$ cat src/rtl/thermo_pkg.sv
// rtl/thermo_pkg.sv - shared types and constants for the thermometer-code receiver
package thermo_pkg;

  localparam int FRAME_BITS = 8;
  localparam int IDX_W      = 3;

  typedef enum logic {
    IDLE = 1'b0,
    RECV = 1'b1
  } rx_state_t;

  localparam logic [FRAME_BITS-1:0] THERMO_MIN = 8'h01;
  localparam logic [FRAME_BITS-1:0] THERMO_MAX = 8'hFF;

  // Legal code for address n: the low n+1 bits set.
  function automatic logic [FRAME_BITS-1:0] thermo_code(input int n);
    return FRAME_BITS'((1 << (n + 1)) - 1);
  endfunction

endpackage

$ cat src/rtl/thermo_to_index.sv
// rtl/thermo_to_index.sv - combinational thermometer word to address decoder
module thermo_to_index
  import thermo_pkg::*;
(
  input  logic [FRAME_BITS-1:0] word,
  output logic [IDX_W-1:0]      addr,
  output logic                  error
);

  always_comb begin
    addr  = '0;
    error = 1'b1;
    for (int n = 0; n < FRAME_BITS; n++) begin
      if (word == thermo_code(n)) begin
        addr  = IDX_W'(n);
        error = 1'b0;
      end
    end
  end

endmodule

$ cat src/rtl/thermo_rx.sv
// rtl/thermo_rx.sv - serial thermometer-code frame receiver with saturating error count
module thermo_rx
  import thermo_pkg::*;
#(
  parameter int ERR_CNT_W = 8
) (
  input  logic                  clock,
  input  logic                  clear_n,
  input  logic                  enable,
  input  logic                  serial_in,
  output logic [FRAME_BITS-1:0] word,
  output logic [IDX_W-1:0]      addr_out,
  output logic                  valid,
  output logic                  error,
  output logic [ERR_CNT_W-1:0]  err_count
);

  rx_state_t               state;
  logic [IDX_W-1:0]        bit_cnt;
  logic [FRAME_BITS-2:0]   shift;
  logic [FRAME_BITS-1:0]   frame;
  logic [IDX_W-1:0]        dec_addr;
  logic                    dec_err;

  // Bit 7 is never stored: the frame is decoded straight from serial_in on its last edge.
  assign frame = {serial_in, shift};

  thermo_to_index u_dec (
    .word  (frame),
    .addr  (dec_addr),
    .error (dec_err)
  );

  always_ff @(posedge clock or negedge clear_n) begin
    if (!clear_n) begin
      state     <= IDLE;
      bit_cnt   <= '0;
      shift     <= '0;
      word      <= '0;
      addr_out  <= '0;
      valid     <= 1'b0;
      error     <= 1'b0;
      err_count <= '0;
    end else begin
      valid <= 1'b0;
      case (state)
        IDLE: begin
          bit_cnt <= '0;
          shift   <= '0;
          if (enable) begin
            state   <= RECV;
            shift   <= {{(FRAME_BITS-2){1'b0}}, serial_in};
            bit_cnt <= IDX_W'(1);
          end
        end
        RECV: begin
          if (!enable) begin
            state   <= IDLE;
            bit_cnt <= '0;
            shift   <= '0;
          end else begin
            bit_cnt <= bit_cnt + IDX_W'(1);
            if (bit_cnt == IDX_W'(FRAME_BITS - 1)) begin
              word     <= frame;
              addr_out <= dec_addr;
              error    <= dec_err;
              valid    <= 1'b1;
              if (dec_err && (err_count != {ERR_CNT_W{1'b1}}))
                err_count <= err_count + ERR_CNT_W'(1);
            end else begin
              shift[bit_cnt] <= serial_in;
            end
          end
        end
        default: state <= IDLE;
      endcase
    end
  end

endmodule

$ cat config.mk
export PLATFORM = sky130hd
export DESIGN_NAME = thermo_rx
export DESIGN_NICKNAME = d
export VERILOG_FILES = /design/src/rtl/thermo_pkg.sv /design/src/rtl/thermo_to_index.sv /design/src/rtl/thermo_rx.sv
export SDC_FILE = /design/constraint.sdc
export NUM_CORES = 1
export LEC_CHECK = 0
export ABC_AREA = 1
export CAP_MARGIN = 10
export CELL_PAD_IN_SITES_DETAIL_PLACEMENT = 0
export CELL_PAD_IN_SITES_GLOBAL_PLACEMENT = 2
export CORE_ASPECT_RATIO = 0.5
export CORE_UTILIZATION = 35
export CTS_BUF_LIST = sky130_fd_sc_hd__clkbuf_4
export DETAILED_ROUTE_END_ITERATION = 10
export PLACE_DENSITY = 0.91
export SLEW_MARGIN = 25
export SYNTH_ARGS = -nofsm -noshare
export SYNTH_HDL_FRONTEND = slang
export SYNTH_SLANG_ARGS = --single-unit
$ cat constraint.sdc
create_clock -name clock -period 3.7 [get_ports clock]
set_input_delay 0.74 -clock clock [delete_from_list [all_inputs] [get_ports clock]]
set_output_delay 0.74 -clock clock [all_outputs]
set_load 0.05 [all_outputs]
# == Yosys cells after proc, flatten, opt, wreduce, memory -nomap -nowiden ==
# Cells that the tools add are included.
# classes
addsub,2
order_cmp,2
eq_ne,11
muxes,29
bitwise_logic,1
reduce_logical,4
# ops
cell,count
$mux W1,16
$mux W3,5
$mux W7,2
$pmux W7 S2,1
$add A8 B1 Y8 const B,1
$eq A8 B1 Y1 const B,1
$eq A8 B2 Y1 const B,1
$eq A8 B3 Y1 const B,1
$eq A8 B4 Y1 const B,1
$eq A8 B5 Y1 const B,1
$eq A8 B6 Y1 const B,1
$eq A8 B7 Y1 const B,1
$eq A8 B8 Y1 const B,1
$ne A8 B8 Y1 const B,1
$bwmux W7,1
$pmux W3 S2,1
$lt A3 B4 Y1 const B,1
$mux W2,2
$reduce_and A4 Y1,1
$add A3 B1 Y3 const B,1
$demux W1 S3,1
$eq A3 B3 Y1 const B,1
$ge A3 B1 Y1 const B,1
$ne A3 B3 Y1 const B,1
3 further kinds,4
# totals
regBits,32
input_bits,4
output_inout_bits,21

# == Logic depth before layout (Yosys ltp) ==
# Gate-level depths: netlist (run 1).
# depth
ltp_word,11
depth_mapped,9
mapped_depth_nobuf,9

# == Cells and area by module ==
# A second synthesis (run 1) with hierarchy kept.
# hier_totals
cells_unflattened,219
hier_area_um2,1687.9
# by_module_without_submodules
mod,instances,cells_each,area_per_inst_um2,seq_area_each_um2
thermo_rx,1,183,1527.7,800.8
thermo_to_index,1,36,160.2,0.0

# == Worst setup path after synthesis (run 1) ==
# OpenSTA, ideal clock, no wires.
# synth_path
path_kind,register to register
start,reg err_count[0]
end,reg err_count[6]
setup_time_ps,66
t_arrival_ps,1652
t_required_ps,3634
slack_ps,1983
stages_incl_launch_ff,8
path_buffers,0
period_less_slack_ps,1717
cell_sequence,dfrtp_1 -> ha_1 -> nand2_1 -> nor2_1 -> nand3_2 -> nand3_4 -> nand2_1 -> nand2_1
# synth_via
elab_chain_len,3
# synth_lines
item,line_no,rtl
from (decl),thermo_rx.sv:15,output logic [ERR_CNT_W-1:0] err_count
from (signal assigned),thermo_rx.sv:69,err_count <= err_count + ERR_CNT_W'(1);
branches (longest 3 deep; another with $add A8 B1 Y8),--,
# Several ways; the timed one is not identified.
# A chain may end at the register's enable or synchronous reset.

# == Final worst setup path (run 1) ==
# layout_path
start,reg err_count[6]
end,out err_count[6]
# No word-level cell between the ends.

==> results of run 1 <==
==> registers in the layout, summed over array words and instances, names as in the netlist <==
signal	flops
err_count	8
word	8
shift	7
addr_out	3
bit_cnt	3
error	1
state	1
valid	1
==> power groups by stage <==
stage                     logic, mW  clock network [mW]  registers [mW]
after floorplan              0.0216                   0           0.370
after global placement       0.0423                   0           0.369
after detailed placement     0.0428                   0           0.369
after CTS                    0.0431               0.189           0.362
after global routing         0.0487               0.204           0.364
final                        0.0418               0.177           0.362
==> kinds of logic after synthesis <==
| kind of cell | count (synthesis) | synth area share |
|---|---|---|
| xor+xnor | 3 | 0.0158 |
| fa+ha+maj | 3 | 0.0226 |
| simple gates | 102 | 0.307 |
| buf+inv | 30 | 0.0731 |
| compound gates | 30 | 0.0988 |
| flops | 32 | 0.483 |
==> per-layer routing <==
metal	wire, um	part of all wire	up-vias	GRT usage
li1	-	-	715	-
met1	1710	0.51	655	0.217
met2	1470	0.44	19	0.222
met3	129	0.039	2	0.0460
met4	19	0.0057	0	0.0515
met5	0	0	-	0
==> path summary, 6_finish.rpt <==
check                                to  depth (start not counted)          from  slack (ps)
setup / recovery           err_count[6]                          1  err_count[6]        1340
hold / removal              addr_out[0]                          2   addr_out[0]         490
setup reg to reg           err_count[0]                          9    bit_cnt[1]        1910
hold reg to reg             addr_out[0]                          2   addr_out[0]         490
max in group asynchronous    bit_cnt[0]                          2       clear_n        2600
min in group asynchronous  err_count[7]                          2       clear_n         810
==> area by class of cell <==
cell class              count  area [um2]
well taps                  57        71.3
repair buffers             25         248
flip-flops and latches     32         801
multi-input cells         138         737
inverters                  28         105
fillers                   466        2460
clock buffers               5        37.5
clock inverters             2        7.51
==> per-stage QoR <==
| step | setup WS (ps) | utilization | hold slack [ps] | power [mW] |
|---|---|---|---|---|
| 3_3_place_gp | 1240 | 0.439 | 463 | 0.411 |
| 5_1_grt | 1260 | 0.449 | 510 | 0.616 |
| 3_5_place_dp | 1240 | 0.439 | 465 | 0.412 |
| 6_report | 1340 | 0.449 | 486 | 0.581 |
| 4_1_cts | 1310 | 0.449 | 491 | 0.594 |
| 2_1_floorplan | 1980 | - | 444 | 0.391 |
==> layout by cell type, fill, tap and decap left out <==
master and n:
dfrtp_1 32, nand3_2 1, nand3_1 6, clkinv_1 2, o21ai_1 7, a21oi_1 1, nor2_2 1, clkbuf_4 5
nand3_4 1, a31oi_1 1, a21boi_0 1, a2bb2oi_1 1, nor2_4 1, buf_4 1, nor2_8 2, inv_1 24
nand3b_1 1, o21ai_0 17, o21a_1 1, nand2_4 2, nand2_1 56, nand4_1 15, xor2_1 3, nor2_1 16
clkdlybuf4s50_1 24, inv_2 4, ha_1 3, a21oi_2 1
==> results.yml, run 1 <==
cts:
  clock-sinks: 32
  cts_tree: "yes"
  htree_levels: 2
  numCtsBuffers: 5
  cts-root-buf: "clkbuf_4"
  clkLatencyLatePin_ps: 320
  cts_buffer_depth: 2
  hold_buffers: 0
  path_clk_slew_ps: 90
  ctsResizeCount: 0
  post_cts_buffers: 0
placement:
  dp_cells: 280
  place_congestion: 0.734
  io_buffers: 24
  hpwlAfterDp_um: 2420
  dpl_cell_area_um2: 1960
setup_path:
  cp_cell_sequence: "clkdlybuf4s50_1"
  worst-path-buf-inv: 1
  cp_slowest_cell: "clkdlybuf4s50_1"
  cp.arrival_ps: 1620
  cp-end-kind: "primary output"
  cp_max_fo: 6
  cp_top_family: "buffers and inverters"
  cpPeakStageDelay_ps: 840
  path_class: "register to primary output"
  crit_required_ps: 2960
  cp-start-kind: "register"
drt:
  drc_errors: 0
  wl_per_cell_um: 11.6
  antenna_left: 0
  via_per_inst: 4.85
  dr.pass1.iters: 4
  drt_iter0_drc: 67
  vias: 1391
  drt-total-wl_um: 3330
yosys:
  synthDistinctLibCells: 26
  ys_ff_latch: 32
  synth_edf_count: 0
  synth.avg_cell_area_um2: 8.30
  ys_top_cells_by_count: "nand2_1 (56), dfrtp_1 (32), inv_1 (24), o21ai_0 (17), nor2_1 (16)"
  yosys-top-cells-area: "dfrtp_1 (48%), nand2_1 (13%), nand4_1 (5.7%)"
  yosysSeqAreaShare: 0.483
  synth_nets: 207
  yosys.cell_count.top_type: "nand2_1"
  syn-cell-area_um2: 1660
  yosysWarnings: 0
  synth_ff_type: "dfrtp_1"
  synth_area_leader_cell: "dfrtp_1"
  synthArstFlopShare: 1.00
  synth_top_cell_area_share: 0.483
  synthCells: 200
global_routing:
  grt_pass1_vias: 1220
  grt_max_degree: 33
  grt_pass1_wl_um: 5870
  gr-total-overflow: 0
  grt_usage: 0.153
  antenna_found_initial: 0
die:
  rows: 17
  pin_count: 25
  die_h_um: 50.7
  die_area_um2: 5040
  core-area_um2: 4470
  initial_core_util: 0.371
  fp.dieW_um: 99.4
cells_and_area:
  area_growth_pct: 21.0
  final_area_um2: 2010
  drive_gt1_frac: 0.0826
  final_cells: 287
  layout.nets: 237
  antenna_cells: 0
run:
  drv_cap: 0
timing:
  slew_headroom: 0.665
  finalCritPeriodShare: 0.638
  finalHoldViolations: 0
  period_needed_ps: 2360
  worst_slew_pin_slew_ps: 501
  rsz0062_at_grt: "no"
  setup_viol: 0
  clock.fmax_mhz: 424
  finalSetupTns_ps: 0
  skew_ps: 3.82
  slew_viol_final: 0
outcome:
  status: "finished clean"
pwr:
  switchingPower_mw: 0.146
  power_frac_seq: 0.623
  cell_internal_pwr_mw: 0.435
  p_per_area_nw_per_um2: 290
  leakage_nw: 0.972
  power_frac_clock: 0.305
  ir_worst_vdd_v: 0.000133
  pwr-share-comb: 0.072
  p_sw_frac: 0.252
hold_path:
  holdCritPathClass: "register to register"
(Power assumes the default switching activity.)
==> run 2: changes to the inputs <==
Settings changed: CORE_UTILIZATION 35 to 30, PLACE_DENSITY 0.91 to 0.83.
Clock period 3.7 ns to 2.1 ns, I/O delays scaled along.
==> run 2 against run 1 <==
Critical path depth stayed put. Cell area is 4.2% higher. Non-clock buffer count is 4 higher. Worst setup slack worse by 1300 ps. Flip-flop and latch count stayed put. Global-route usage is 1.7 points lower. Count of clock-buffer cells in the layout is 1 higher. Total power is 100% higher. Sequential power is 76% higher. Die area is 16% higher. Via count is 1.6% lower. First-iteration DRC count is 6.0% lower. Critical path type unchanged. Largest cell class unchanged. Largest power group unchanged.
==> results.yml, run 2 (synthesis results as in run 1) <==
placement:
  io_buffers: 24
  hpwlAfterDp_um: 2560
  dp_cells: 297
  dpl_cell_area_um2: 2010
  place_congestion: 0.778
pwr:
  power_frac_seq: 0.537
  switchingPower_mw: 0.274
  cell_internal_pwr_mw: 0.914
  pwr-share-comb: 0.065
  p_sw_frac: 0.231
  p_per_area_nw_per_um2: 569
  ir_worst_vdd_v: 0.000249
  leakage_nw: 1.03
  power_frac_clock: 0.399
global_routing:
  grt_max_degree: 33
  grt_busiest_layer: "met2"
  use_met1: 0.174
  antenna_found_initial: 0
  grt_pass1_wl_um: 5940
  grtUsageMet3: 0.0393
  grt_usage: 0.136
  grtUsageMet2: 0.224
  gr-total-overflow: 0
  grt_pass1_vias: 1259
cells_and_area:
  final_area_um2: 2090
  area_growth_pct: 26.0
  final_cells: 305
  layout.nets: 241
  final_common_cell: "nand2_1"
  antenna_cells: 0
  utilization: 0.409
  largest_registers: "err_count x8, word x8, shift x7"
  drive_gt1_frac: 0.111
  most-common-layout-cells: "nand2_1 (56), dfrtp_1 (32), inv_1 (24), clkdlybuf4s50_1 (23), o21ai_0 (17)"
setup_path:
  crit_required_ps: 1680
  cp_top_family: "buffers and inverters"
  path_class: "register to primary output"
  cp.arrival_ps: 1600
  cp_slowest_cell: "clkdlybuf4s50_1"
  cp-end-kind: "primary output"
  cp-start-kind: "register"
  cp_max_fo: 5
  startpoint: "err_count[4]"
  cp_cell_sequence: "clkdlybuf4s50_1"
  worst-path-buf-inv: 1
  crit-reg2reg-launch: "bit_cnt[0]"
  cpPeakStageDelay_ps: 830
timing:
  finalCritPeriodShare: 0.960
  worst_slew_pin_slew_ps: 499
  finalHoldViolations: 0
  clock.fmax_mhz: 496
  finalSetupTns_ps: 0
  slew_viol_final: 0
  slew_headroom: 0.666
  hold_ws_ps: 486
  setup_viol: 0
  period_needed_ps: 2020
  rsz0062_at_grt: "no"
  skew_ps: 5.43
drt:
  via_per_inst: 4.49
  drt-total-wl_um: 3460
  drc_errors: 0
  wl_per_cell_um: 11.3
  drt_iter0_drc: 63
  dr.pass1.iters: 4
  vias: 1369
  antenna_left: 0
die:
  die_area_um2: 5850
  rows: 18
  pin_count: 25
  initial_core_util: 0.325
  fp.dieW_um: 107
  die_h_um: 54.6
  core-area_um2: 5110
cts:
  cts_tree: "yes"
  clock-sinks: 32
  clkLatencyLatePin_ps: 330
  post_cts_buffers: 0
  numCtsBuffers: 5
  htree_levels: 2
  path_clk_slew_ps: 100
  hold_buffers: 0
  cts-root-buf: "clkbuf_4"
  ctsResizeCount: 0
  cts_buffer_depth: 2
outcome:
  status: "finished clean"
run:
  drv_cap: 0
hold_path:
  holdCritPathClass: "input port to async pin"
-- run 2: cell types whose count changed in the layout (fill, tap and decap cells not counted), sizes merged --
cell           before  now
buf                 1    5
bufinv              0    1
clkbuf              5    6
clkdlybuf4s50      24   23
clkinv              2    1
dlymetal6s2s        0    1
-- run 2: power groups by stage --
| stage | logic [mW] | clock network, mW | registers, mW |
|---|---|---|---|
| 2_1_floorplan | 0.0381 | 0 | 0.652 |
| 5_1_grt | 0.0897 | 0.517 | 0.641 |
| 3_5_place_dp | 0.0785 | 0 | 0.650 |
| 3_3_place_gp | 0.0778 | 0 | 0.650 |
| 6_report | 0.0769 | 0.474 | 0.638 |
| 4_1_cts | 0.0789 | 0.493 | 0.638 |
-- run 2: final timing paths --
kind | end | slack [ps] | cells past startpoint
setup reg to reg | word[7] | 370 | 8
setup / recovery | err_count[4] | 80 | 1
hold reg to reg | error | 490 | 2
min in group clock | error | 490 | 2
hold / removal | err_count[4] | 490 | 2
max in group asynchronous | word[6] | 1330 | 2
-- run 2: layout make-up --
type	count	area, um2
Inverter	28	105
Multi-Input combinational cell	138	737
Sequential cell	32	801
Clock inverter	2	35.0
Clock buffer	6	45.0
Tap cell	70	87.6
Fill cell	528	3020
Timing Repair Buffer	29	280
-- run 2: stage by stage --
step	total power, mW	setup slack, ps
after global placement	0.728	144
after detailed placement	0.729	106
after global routing	1.25	15.0
after floorplan	0.690	383
after CTS	1.21	38.9
final	1.19	84.5
-- run 2: worst reg2reg max path, cell delays in order (launching register included) --
cell and delay [ps]:
dfrtp_1 450, ha_1 220, ha_1 180, inv_2 150, nor2_8 60, buf_4 160
inv_2 220, nand2_1 110, o21ai_1 100
-- run 2: per-layer routing --
| metal | wire, um | up-vias |
|---|---|---|
| li1 | - | 720 |
| met1 | 1750 | 620 |
| met2 | 1530 | 22 |
| met3 | 120 | 7 |
| met4 | 65 | 0 |
| met5 | 0 | - |
